[src/rtl/fit_pipe_arbiter_pkg.sv]
// Shared types and constants for the fit pipeline arbiter.
// Holds the drain FSM state encoding, the quality-flag width and the legal
// NREQ/LAT parameter ranges. No ports; imported by fit_pipe_arbiter and fit_tag_delay.
package fit_pipe_arbiter_pkg;

   typedef enum logic [1:0] {
      ST_RUN   = 2'd0,
      ST_DRAIN = 2'd1,
      ST_DONE  = 2'd2
   } fit_state_t;

   localparam int QW       = 3;
   localparam int NREQ_MIN = 2;
   localparam int NREQ_MAX = 8;
   localparam int LAT_MIN  = 1;
   localparam int LAT_MAX  = 16;

endpackage

[src/rtl/fit_tag_delay.sv]
// Fixed-depth tag delay line that follows the shared fit pipeline.
// Latency: DEPTH clocks from i_d to o_q. No backpressure; it shifts every cycle.
// Ports: i_clock, i_clear (async, active-high, empties every stage), i_d in, o_q out.
module fit_tag_delay
   import fit_pipe_arbiter_pkg::*;
#(
   parameter int W     = 6,
   parameter int DEPTH = 6
) (
   input  logic         i_clock,
   input  logic         i_clear,
   input  logic [W-1:0] i_d,
   output logic [W-1:0] o_q
);

   logic [W-1:0] r_sr [DEPTH];

   always_ff @(posedge i_clock or posedge i_clear) begin
      if (i_clear) begin
         for (int i = 0; i < DEPTH; i++) r_sr[i] <= '0;
      end else begin
         r_sr[0] <= i_d;
         for (int i = 1; i < DEPTH; i++) r_sr[i] <= r_sr[i-1];
      end
   end

   assign o_q = r_sr[DEPTH-1];

endmodule

[src/rtl/fit_pipe_arbiter.sv]
// Round-robin arbiter feeding a shared fixed-latency fit pipeline, with a result tag
// line and a flush/drain FSM. Latency: grant at t -> pipe_in at t+1 -> res at t+1+LAT.
// Backpressure: requests are level; an ungranted request (or any in DRAIN/DONE) simply waits.
// Ports: i_clock, i_reset (async active-high); i_req/i_req_data/i_req_quality per requester;
// o_gnt one-hot; o_pipe_in_valid/_data issue; o_res_valid/_id/_quality result tag;
// i_flush, o_flush_done pulse, o_busy entries in flight.
// Build option: define FIT_ARB_PRIO0_EN to give requester 0 absolute priority.
module fit_pipe_arbiter
   import fit_pipe_arbiter_pkg::*;
#(
   parameter  int NREQ = 4,
   parameter  int DW   = 32,
   parameter  int LAT  = 6,
   localparam int IDW  = $clog2(NREQ)
) (
   input  logic               i_clock,
   input  logic               i_reset,
   input  logic [NREQ-1:0]    i_req,
   input  logic [NREQ*DW-1:0] i_req_data,
   input  logic [NREQ*QW-1:0] i_req_quality,
   output logic [NREQ-1:0]    o_gnt,
   output logic               o_pipe_in_valid,
   output logic [DW-1:0]      o_pipe_in_data,
   output logic               o_res_valid,
   output logic [IDW-1:0]     o_res_id,
   output logic [QW-1:0]      o_res_quality,
   input  logic               i_flush,
   output logic               o_flush_done,
   output logic               o_busy
);

   localparam int TW = 1 + IDW + QW;
   // Up to LAT+1 tags can be outstanding between grant and result.
   localparam int CW = $clog2(LAT + 2);

`ifdef FIT_ARB_PRIO0_EN
   localparam bit PRIO0 = 1'b1;
`else
   localparam bit PRIO0 = 1'b0;
`endif

   fit_state_t      r_state;
   logic            r_flush_done;
   logic [IDW-1:0]  r_ptr;
   logic [CW-1:0]   r_cnt;
   logic            r_pipe_vld;
   logic [DW-1:0]   r_pipe_dat;
   logic [TW-1:0]   r_tag;

   logic [NREQ-1:0] w_gnt;
   logic [IDW-1:0]  w_gnt_id;
   logic            w_gnt_any;
   logic [DW-1:0]   w_sel_data;
   logic [QW-1:0]   w_sel_qual;
   logic [TW-1:0]   w_tag_out;
   logic            w_res_vld;
   logic [CW-1:0]   w_cnt_next;

   // Round-robin search from r_ptr+1. Walking k downwards lets the nearest
   // requester overwrite farther ones, so no "found" flag is needed.
   // Grant is also masked during reset so nothing is consumed while held.
   always_comb begin
      int idx;
      idx      = 0;
      w_gnt    = '0;
      w_gnt_id = '0;
      if (r_state == ST_RUN && !i_reset) begin
         for (int k = NREQ; k >= 1; k--) begin
            idx = (int'(r_ptr) + k) % NREQ;
            if (i_req[idx]) begin
               w_gnt      = '0;
               w_gnt[idx] = 1'b1;
               w_gnt_id   = IDW'(idx);
            end
         end
         if (PRIO0 && i_req[0]) begin
            w_gnt    = NREQ'(1);
            w_gnt_id = '0;
         end
      end
   end

   assign w_gnt_any  = |w_gnt;
   assign w_sel_data = i_req_data[w_gnt_id*DW +: DW];
   assign w_sel_qual = i_req_quality[w_gnt_id*QW +: QW];
   assign w_res_vld  = w_tag_out[TW-1];

   always_comb begin
      w_cnt_next = r_cnt;
      if (w_gnt_any && !w_res_vld)      w_cnt_next = r_cnt + CW'(1);
      else if (!w_gnt_any && w_res_vld) w_cnt_next = r_cnt - CW'(1);
   end

   always_ff @(posedge i_clock or posedge i_reset) begin
      if (i_reset) begin
         r_ptr      <= IDW'(NREQ - 1);
         r_cnt      <= '0;
         r_pipe_vld <= 1'b0;
         r_pipe_dat <= '0;
         r_tag      <= '0;
      end else begin
         r_cnt      <= w_cnt_next;
         r_pipe_vld <= w_gnt_any;
         if (w_gnt_any) begin
            r_ptr      <= w_gnt_id;
            r_pipe_dat <= w_sel_data;
         end
         // Idle cycles push an all-zero tag so res_id/res_quality read zero.
         r_tag <= w_gnt_any ? {1'b1, w_gnt_id, w_sel_qual} : '0;
      end
   end

   // r_tag is already one stage, so LAT more stages land the tag at t+1+LAT.
   fit_tag_delay #(.W(TW), .DEPTH(LAT)) u_tag_delay (
      .i_clock (i_clock),
      .i_clear (i_reset),
      .i_d     (r_tag),
      .o_q     (w_tag_out)
   );

   // DRAIN looks at the next counter value so DONE follows the last result directly.
   always_ff @(posedge i_clock or posedge i_reset) begin
      if (i_reset) begin
         r_state      <= ST_RUN;
         r_flush_done <= 1'b0;
      end else begin
         r_flush_done <= 1'b0;
         case (r_state)
            ST_RUN:   if (i_flush) r_state <= ST_DRAIN;
            ST_DRAIN: if (w_cnt_next == '0) begin
                         r_state      <= ST_DONE;
                         r_flush_done <= 1'b1;
                      end
            ST_DONE:  r_state <= ST_RUN;
            default:  r_state <= ST_RUN;
         endcase
      end
   end

   assign o_gnt           = w_gnt;
   assign o_pipe_in_valid = r_pipe_vld;
   assign o_pipe_in_data  = r_pipe_dat;
   assign o_res_valid     = w_res_vld;
   assign o_res_id        = w_res_vld ? w_tag_out[QW +: IDW] : '0;
   assign o_res_quality   = w_res_vld ? w_tag_out[0 +: QW]   : '0;
   assign o_flush_done    = r_flush_done;
   assign o_busy          = (r_cnt != '0);

endmodule
[config.mk]
export PLATFORM = sky130hd
export DESIGN_NAME = fit_pipe_arbiter
export DESIGN_NICKNAME = d
export VERILOG_FILES = /design/src/rtl/fit_pipe_arbiter_pkg.sv /design/src/rtl/fit_tag_delay.sv /design/src/rtl/fit_pipe_arbiter.sv
export SDC_FILE = /design/constraint.sdc
export NUM_CORES = 1
export LEC_CHECK = 0
export CELL_PAD_IN_SITES_DETAIL_PLACEMENT = 1
export CELL_PAD_IN_SITES_GLOBAL_PLACEMENT = 1
export CORE_AREA = 2 2 99 101
export CTS_CLUSTER_SIZE = 12
export DETAILED_ROUTE_END_ITERATION = 8
export DIE_AREA = 0 0 101 103
export DONT_BUFFER_PORTS = 1
export PLACE_DENSITY = 0.89
export SETUP_SLACK_MARGIN = 0.15
export SLEW_MARGIN = 15
export SYNTH_ARGS = -nofsm -noshare
export SYNTH_HDL_FRONTEND = slang
export SYNTH_SLANG_ARGS = --single-unit
[constraint.sdc]
create_clock -name i_clock -period 4.3 [get_ports i_clock]
set_input_delay 0.645 -clock i_clock [delete_from_list [all_inputs] [get_ports i_clock]]
set_output_delay 0.645 -clock i_clock [all_outputs]
set_load 0.1 [all_outputs]
Word-level counts from Yosys, hierarchy flattened --
Index checks and enable logic that the tools add are counted.
Word-level totals: memories 0, output and inout bits 45, memory bits (read-only) 0, latch bits 0, word-level logic and storage cells 96, register bits after elaboration 83, input port bits 147, memory bits (writable) 0
Operators by class: shift-type cells 2, add/subtract/negate cells 6, eq/ne operators 3, divide/modulo/power cells 0, multipliers 1, reduce and logical (&&, ||, !) cells 19, bitwise operators 4, $lt $le $gt $ge 8, multiplexer cells 40
Operators by type and width (count):
- $shiftx A128 B8 Y32 | 1
- $mux W4 | 5
- $lt A3 B4 Y1 const B | 4
- $mux W2 | 8
- $mux W1 | 14
- $ge A3 B1 Y1 const B | 4
- $shiftx A12 B5 Y3 | 1
- $mux W3 | 3
- $bmux W1 S2 | 4
- $demux W1 S2 | 4
- $reduce_or A2 Y1 | 4
- $logic_and A1 B1 Y1 | 7
- $mux W6 | 1
- $add A2 B1 Y2 const B | 2
- $add A2 B2 Y2 const B | 2
- $and A1 B1 Y1 const A | 4
- $mul A2 B2 Y4 const B | 1
- $ne A2 B2 Y1 const B | 2
- $pmux W2 S2 | 1
- $reduce_or A4 Y1 | 1
- $add A3 B1 Y3 const B | 1
- $logic_not A1 Y1 | 3
- $logic_not A3 Y1 | 1
- $reduce_bool A3 Y1 | 1
- 4 further kinds | 4

Longest topological paths before layout --
depth in word-level cells 20, gate-level depth with buffers 12, mapped depth without buffers 10

Modules after synthesis --
A second synthesis with hierarchy kept.
Second synthesis, totals: cells, all modules 391, area total of the unflattened synthesis 4448.0 sq um
By module, submodules not included:
- fit_pipe_arbiter | area each 3498.4 sq um, instances 1, seq. area each 1153.6 sq um, cells an instance 348
- fit_tag_delay | area each 949.7 sq um, instances 1, seq. area each 900.9 sq um, cells an instance 43

Least setup slack after synthesis --
OpenSTA, ideal clock, no wires.
kind reg2reg, from register r_ptr[0], to register r_state[0], data required time 4.235 ns, path slack 0.057 ns, path buffers 1, period minus slack after synthesis 4.243 ns, cell stages (with the launch flop) 12, library setup time 0.065 ns, arrival 4.178 ns, cell sequence dfstp_2 > buf_2 > inv_1 > ha_1 > mux4_2 > inv_1 > o21ai_0 > o2bb2ai_1 > nor4_4 > mux2i_1 > xor2_1 > o21a_1
On the way: longest elaborated chain between the ends 20
RTL lines:
- start, declared | RTL line fit_pipe_arbiter.sv:44 | logic [IDW-1:0] r_ptr;
- start signal, assigned | RTL line fit_pipe_arbiter.sv:96 | r_ptr <= IDW'(NREQ - 1);
- start signal, assigned | RTL line fit_pipe_arbiter.sv:105 | r_ptr <= w_gnt_id;
- $add A2 B1 Y2 | RTL line fit_pipe_arbiter.sv:69 | idx = (int'(r_ptr) + k) % NREQ;
- $reduce_or A2 Y1 (no source line)
- $and A1 B1 Y1 (no source line)
- $lt A3 B4 Y1 (not written as such) or $ge A3 B1 Y1 (tied branches) | RTL line fit_pipe_arbiter.sv:72 | w_gnt[idx] = 1'b1;
- $logic_and A1 B1 Y1 (not written as such) | RTL line fit_pipe_arbiter.sv:72
- $mux W1 (not written as such) | RTL line fit_pipe_arbiter.sv:72
- $demux W1 S2 | RTL line fit_pipe_arbiter.sv:72
- $mux W4 (3 in a row) | RTL line fit_pipe_arbiter.sv:70 | if (i_req[idx]) begin
- (+2 left out)
- named net o_gnt[1] | RTL line fit_pipe_arbiter.sv:21 | output logic [NREQ-1:0] o_gnt,
- (+1 left out)
- $logic_not A1 Y1 | RTL line fit_pipe_arbiter.sv:91 | else if (!w_gnt_any && w_res_vld) w_cnt_next = r_cnt - CW'(1);
- $logic_and A1 B1 Y1 | RTL line fit_pipe_arbiter.sv:91
- $mux W3 | RTL line fit_pipe_arbiter.sv:91
- $mux W3 (*) | RTL line fit_pipe_arbiter.sv:90 | if (w_gnt_any && !w_res_vld) w_cnt_next = r_cnt + CW'(1);
- named net w_cnt_next[2] | RTL line fit_pipe_arbiter.sv:57 | logic [CW-1:0] w_cnt_next;
- $logic_not A3 Y1 (*) | RTL line fit_pipe_arbiter.sv:130 | ST_DRAIN: if (w_cnt_next == '0) begin
- $ne A2 B2 Y1 (no source line) (*)
- $reduce_and A2 Y1 (no source line) (*)
- end signal, assigned | RTL line fit_pipe_arbiter.sv:129 | ST_RUN: if (i_flush) r_state <= ST_DRAIN;
- end signal, assigned | RTL line fit_pipe_arbiter.sv:131 | r_state <= ST_DONE;
- end signal, assigned | RTL line fit_pipe_arbiter.sv:134 | ST_DONE: r_state <= ST_RUN;
- end, declared | RTL line fit_pipe_arbiter.sv:42 | fit_state_t r_state;
The timed path passes the listed nets; every way through them passes the cells marked *. The select of a mux whose other input is x is not followed. A chain may end at the register's enable or synchronous reset.

Worst setup path in the final report --
from register r_ptr[1], to output port o_gnt[2]
On the way: longest elaborated chain between the ends 12
RTL lines:
- $add A2 B1 Y2 | RTL line fit_pipe_arbiter.sv:69
- $reduce_or A2 Y1 (no source line)
- $and A1 B1 Y1 (no source line)
- $lt A3 B4 Y1 (not written as such) or $ge A3 B1 Y1 (tied branches) | RTL line fit_pipe_arbiter.sv:72
- $logic_and A1 B1 Y1 (not written as such) | RTL line fit_pipe_arbiter.sv:72
- $mux W1 (not written as such) | RTL line fit_pipe_arbiter.sv:72
- $demux W1 S2 | RTL line fit_pipe_arbiter.sv:72
- $mux W4 (3 in a row) | RTL line fit_pipe_arbiter.sv:70
- $mux W4 (*) | RTL line fit_pipe_arbiter.sv:70
- $mux W4 (*) | RTL line fit_pipe_arbiter.sv:67 | if (r_state == ST_RUN && !i_reset) begin
- end, declared | RTL line fit_pipe_arbiter.sv:21
Mark *: on every way between the ends. The rest lies on a longest branch, timed or not. The select of a mux whose other input is x is not followed.

==> out/results.txt <==
Max Freq -> 258 MHz
Clk pin slew, worst setup/hold paths -> 90 ps
Fin Hold WS -> 255 ps
worst-margin pin slew -> 1030 ps
Yosys top cell by area -> dfrtp_1
Antenna Violating Nets Remaining -> 0
Slew Viols, Final -> 0
Final nets -> 541
Synth cell types -> 37
Clock Tree Root -> clkbuf_8
DR DRC count -> 0
synthesized area -> 0.00433 mm2
core area -> 0.00946 mm2
fin crit share -> 0.902
Worst setup SP type -> flip-flop
Filler cells -> 1016
gr usage total -> 0.184
register share of total power -> 0.570
IO Port Bufs -> 0
critical path data arrival time -> 3240 ps
largest net degree at the start of global routing -> 76
GPL Wtd Cong -> 0.841
final period demand of the worst path -> 3880 ps
initial antenna violation count -> 0
part of the Yosys area used for sequential elements -> 0.474
Yosys Warn Count -> 0
power share of the clock group -> 0.142
area share of the largest cell type after synthesis -> 0.462
DR vias -> 2946
worst-skew pair later-pin latency -> 340 ps
Pint -> 1.79 mW
clock sink count -> 82
post-synthesis sequential element count -> 82
Leakage Power -> 2.43 nW
HPWL after DPL -> 7.50 mm
Ports -> 192
Hold Path Class -> primary input to async pin
CP Class -> flip-flop to output pin
final hold violation count -> 0
initial core utilization -> 0.458
crit path from -> r_ptr[1]
R2R Path Start -> r_ptr[1]
Critical Path End Type -> output pin
number of buffers created by CTS -> 9
Avg Inst Size Synth -> 11.1 um2
Vias per Instance -> 5.85
share of cells above drive strength 1 -> 0.190
CTS Buffer Depth -> 2
Synthesized Nets -> 545
Die Footprint -> 0.0104 mm2
Total Neg Setup Slack -> 0 ps
Placed Cells -> 488
area added between synthesis and finish -> 8.78%
Slew headroom -> 0.319
CP Max Fanout -> 13
final WL -> 10.0 mm
Final Setup Violations -> 0
Max-cap violations -> 0
first-pass GRT wire length -> 14.9 mm
clk_skew -> 13.1 ps
outcome -> finished clean
DRT iter0 DRCs -> 81
Net Switching -> 2.30 mW
site row count -> 36
PwrDens -> 868 mW/mm2
largest cells by area after synthesis -> dfrtp_1, mux2i_1, mux2_2, o21ai_0, nand2_1
Routed WL per cell -> 19.9 um
combinational share of power -> 0.288
Initial DRT Pass Iterations -> 4
ANT cells -> 0
CTS tree -> built
Post-CTS Repair Setup Buffers -> 0
RSZ-0062 raised after global routing -> false
chip height -> 103 um
CTS H-tree lvls -> 3
Syn Inst Count -> 389
Final Non-Filler Cells -> 504
Worst EP required -> 3650 ps
maximum VDD drop -> 0.427 mV
Die X -> 101 um
GR Overflow Total -> 0
Sw Ratio -> 0.562
vias in the first global route -> 3002
[kinds of logic after synthesis]
| kind of cell | after synthesis | synth area share |
|---|---|---|
| DFF | 82 | 0.474 |
| buffers and inverters | 34 | 0.0350 |
| adders and majority gates | 9 | 0.0260 |
| and+or+nand+nor | 74 | 0.0815 |
| xor gates and xnor gates | 3 | 0.00607 |
| AOI/OAI and AO/OA | 76 | 0.107 |
| muxes | 111 | 0.270 |
[state kept, by name, indices dropped and copies added, names as in the netlist]
| register | flops |
|---|---|
| u_tag_delay.o_q | 6 |
| u_tag_delay.r_sr | 30 |
| o_pipe_in_valid | 1 |
| o_flush_done | 1 |
| r_tag | 5 |
| r_state | 2 |
| o_pipe_in_data | 32 |
| r_cnt | 3 |
| r_ptr | 2 |
[area by class of cell]
| type | instances | area [um2] | share of cell area |
|---|---|---|---|
| repair buffers | 10 | 100 | 0.0212 |
| clock buffers | 10 | 138 | 0.0292 |
| inverters | 9 | 35.0 | 0.00744 |
| multi-input cells | 273 | 2170 | 0.460 |
| well taps | 114 | 143 | 0.0303 |
| clock inverters | 6 | 72.6 | 0.0154 |
| flip-flops and latches | 82 | 2050 | 0.436 |
[layer usage]
metal	track usage	share of wire	up-vias
met3	0.0536	0.056	6
met5	0	0	-
li1	-	-	1377
met2	0.321	0.53	102
met1	0.226	0.41	1461
met4	0.0437	0.010	0
[per-stage QoR]
step	power, mW	cell area (um2)	util	setup slack, ps
floorplan	3.25	4350	-	183
global placement	3.46	4490	0.475	809
detailed placement	3.54	4490	0.475	653
CTS	4.13	4700	0.497	359
global route	4.31	4710	0.498	243
finish	4.09	4710	0.498	420
[cell usage after synthesis]
master      n
a21oi_1     5
and3_1      1
mux2_2     35
mux4_2      1
dfstp_2     2
and3b_1     1
nor4_4      1
buf_2      16
nor2b_1     4
o211ai_1    4
o22ai_1     7
a31oi_1     1
nor2_1      5
o21ai_0    39
inv_1       9
a221oi_1    1
nand4_1     1
nand2_1    44
a32oi_1     1
a21o_1      2
nand2b_1    6
a211oi_1    8
nor3_1      4
o2bb2ai_1   4
xnor2_1     1
nor3b_1     1
clkbuf_1    8
xor2_1      2
dfrtp_1    80
buf_4       1
o21bai_1    2
o21a_1      1
nand3_1     1
mux2i_1    75
a221oi_2    1
and2_1      5
ha_1        9
[layout by cell type, fill, tap and decap left out, types with 2 or more instances in the layout]
| cell type | netlist | routed |
|---|---|---|
| dfrtp_1 | 80 | 80 |
| mux2i_1 | 75 | 73 |
| nand2_1 | 44 | 44 |
| o21ai_0 | 39 | 39 |
| mux2_2 | 35 | 35 |
| clkbuf_8 | 0 | 10 |
| ha_1 | 9 | 9 |
| inv_1 | 9 | 8 |
| a211oi_1 | 8 | 8 |
| buf_4 | 1 | 8 |
| o22ai_1 | 7 | 7 |
| nand2b_1 | 6 | 6 |
| nor2_1 | 5 | 5 |
| and2_1 | 5 | 5 |
| o211ai_1 | 4 | 4 |
| nor3_1 | 4 | 4 |
| a21oi_1 | 5 | 4 |
| o2bb2ai_2 | 0 | 4 |
| nor2b_1 | 4 | 4 |
| mux2i_2 | 0 | 2 |
| o21bai_1 | 2 | 2 |
| a21o_1 | 2 | 2 |
| xor2_1 | 2 | 2 |
| clkinv_2 | 0 | 2 |
| inv_6 | 0 | 2 |
| buf_12 | 0 | 2 |
| dfstp_2 | 2 | 2 |
[power groups by stage]
| stage | Clock [mW] | Combinational, mW | Sequential, mW |
|---|---|---|---|
| 2_1_floorplan | 0 | 0.969 | 2.29 |
| 3_3_place_gp | 0 | 1.13 | 2.34 |
| 3_5_place_dp | 0 | 1.19 | 2.35 |
| 4_1_cts | 0.602 | 1.19 | 2.34 |
| 5_1_grt | 0.635 | 1.31 | 2.36 |
| 6_report | 0.580 | 1.18 | 2.33 |
[final timing paths]
kind / endpoint / slack [ps] / cells after the start
hold / removal: r_state[1] / 260 / 1
max in group asynchronous: r_ptr[0] / 3040 / 2
setup / recovery: o_gnt[2] / 420 / 7
setup reg to reg: r_cnt[1] / 770 / 11
hold reg to reg: u_tag_delay.r_sr[27] / 340 / 0
min in group i_clock: u_tag_delay.r_sr[27] / 340 / 0
[worst max-delay path, stage by stage, from the launching register on]
cell and delay [ps]:
dfstp_2 690, inv_1 150, ha_1 450, mux4_2 440, nand2b_1 180, a21oi_1 430
o2bb2ai_2 200, buf_4 340
[what timing repair did]
item                                    in CTS  in global routing
hold buffers                                 0                  0
endpoints found under the setup margin       0                  3
resized for setup                            0                  2
(Power assumes the default switching activity.)
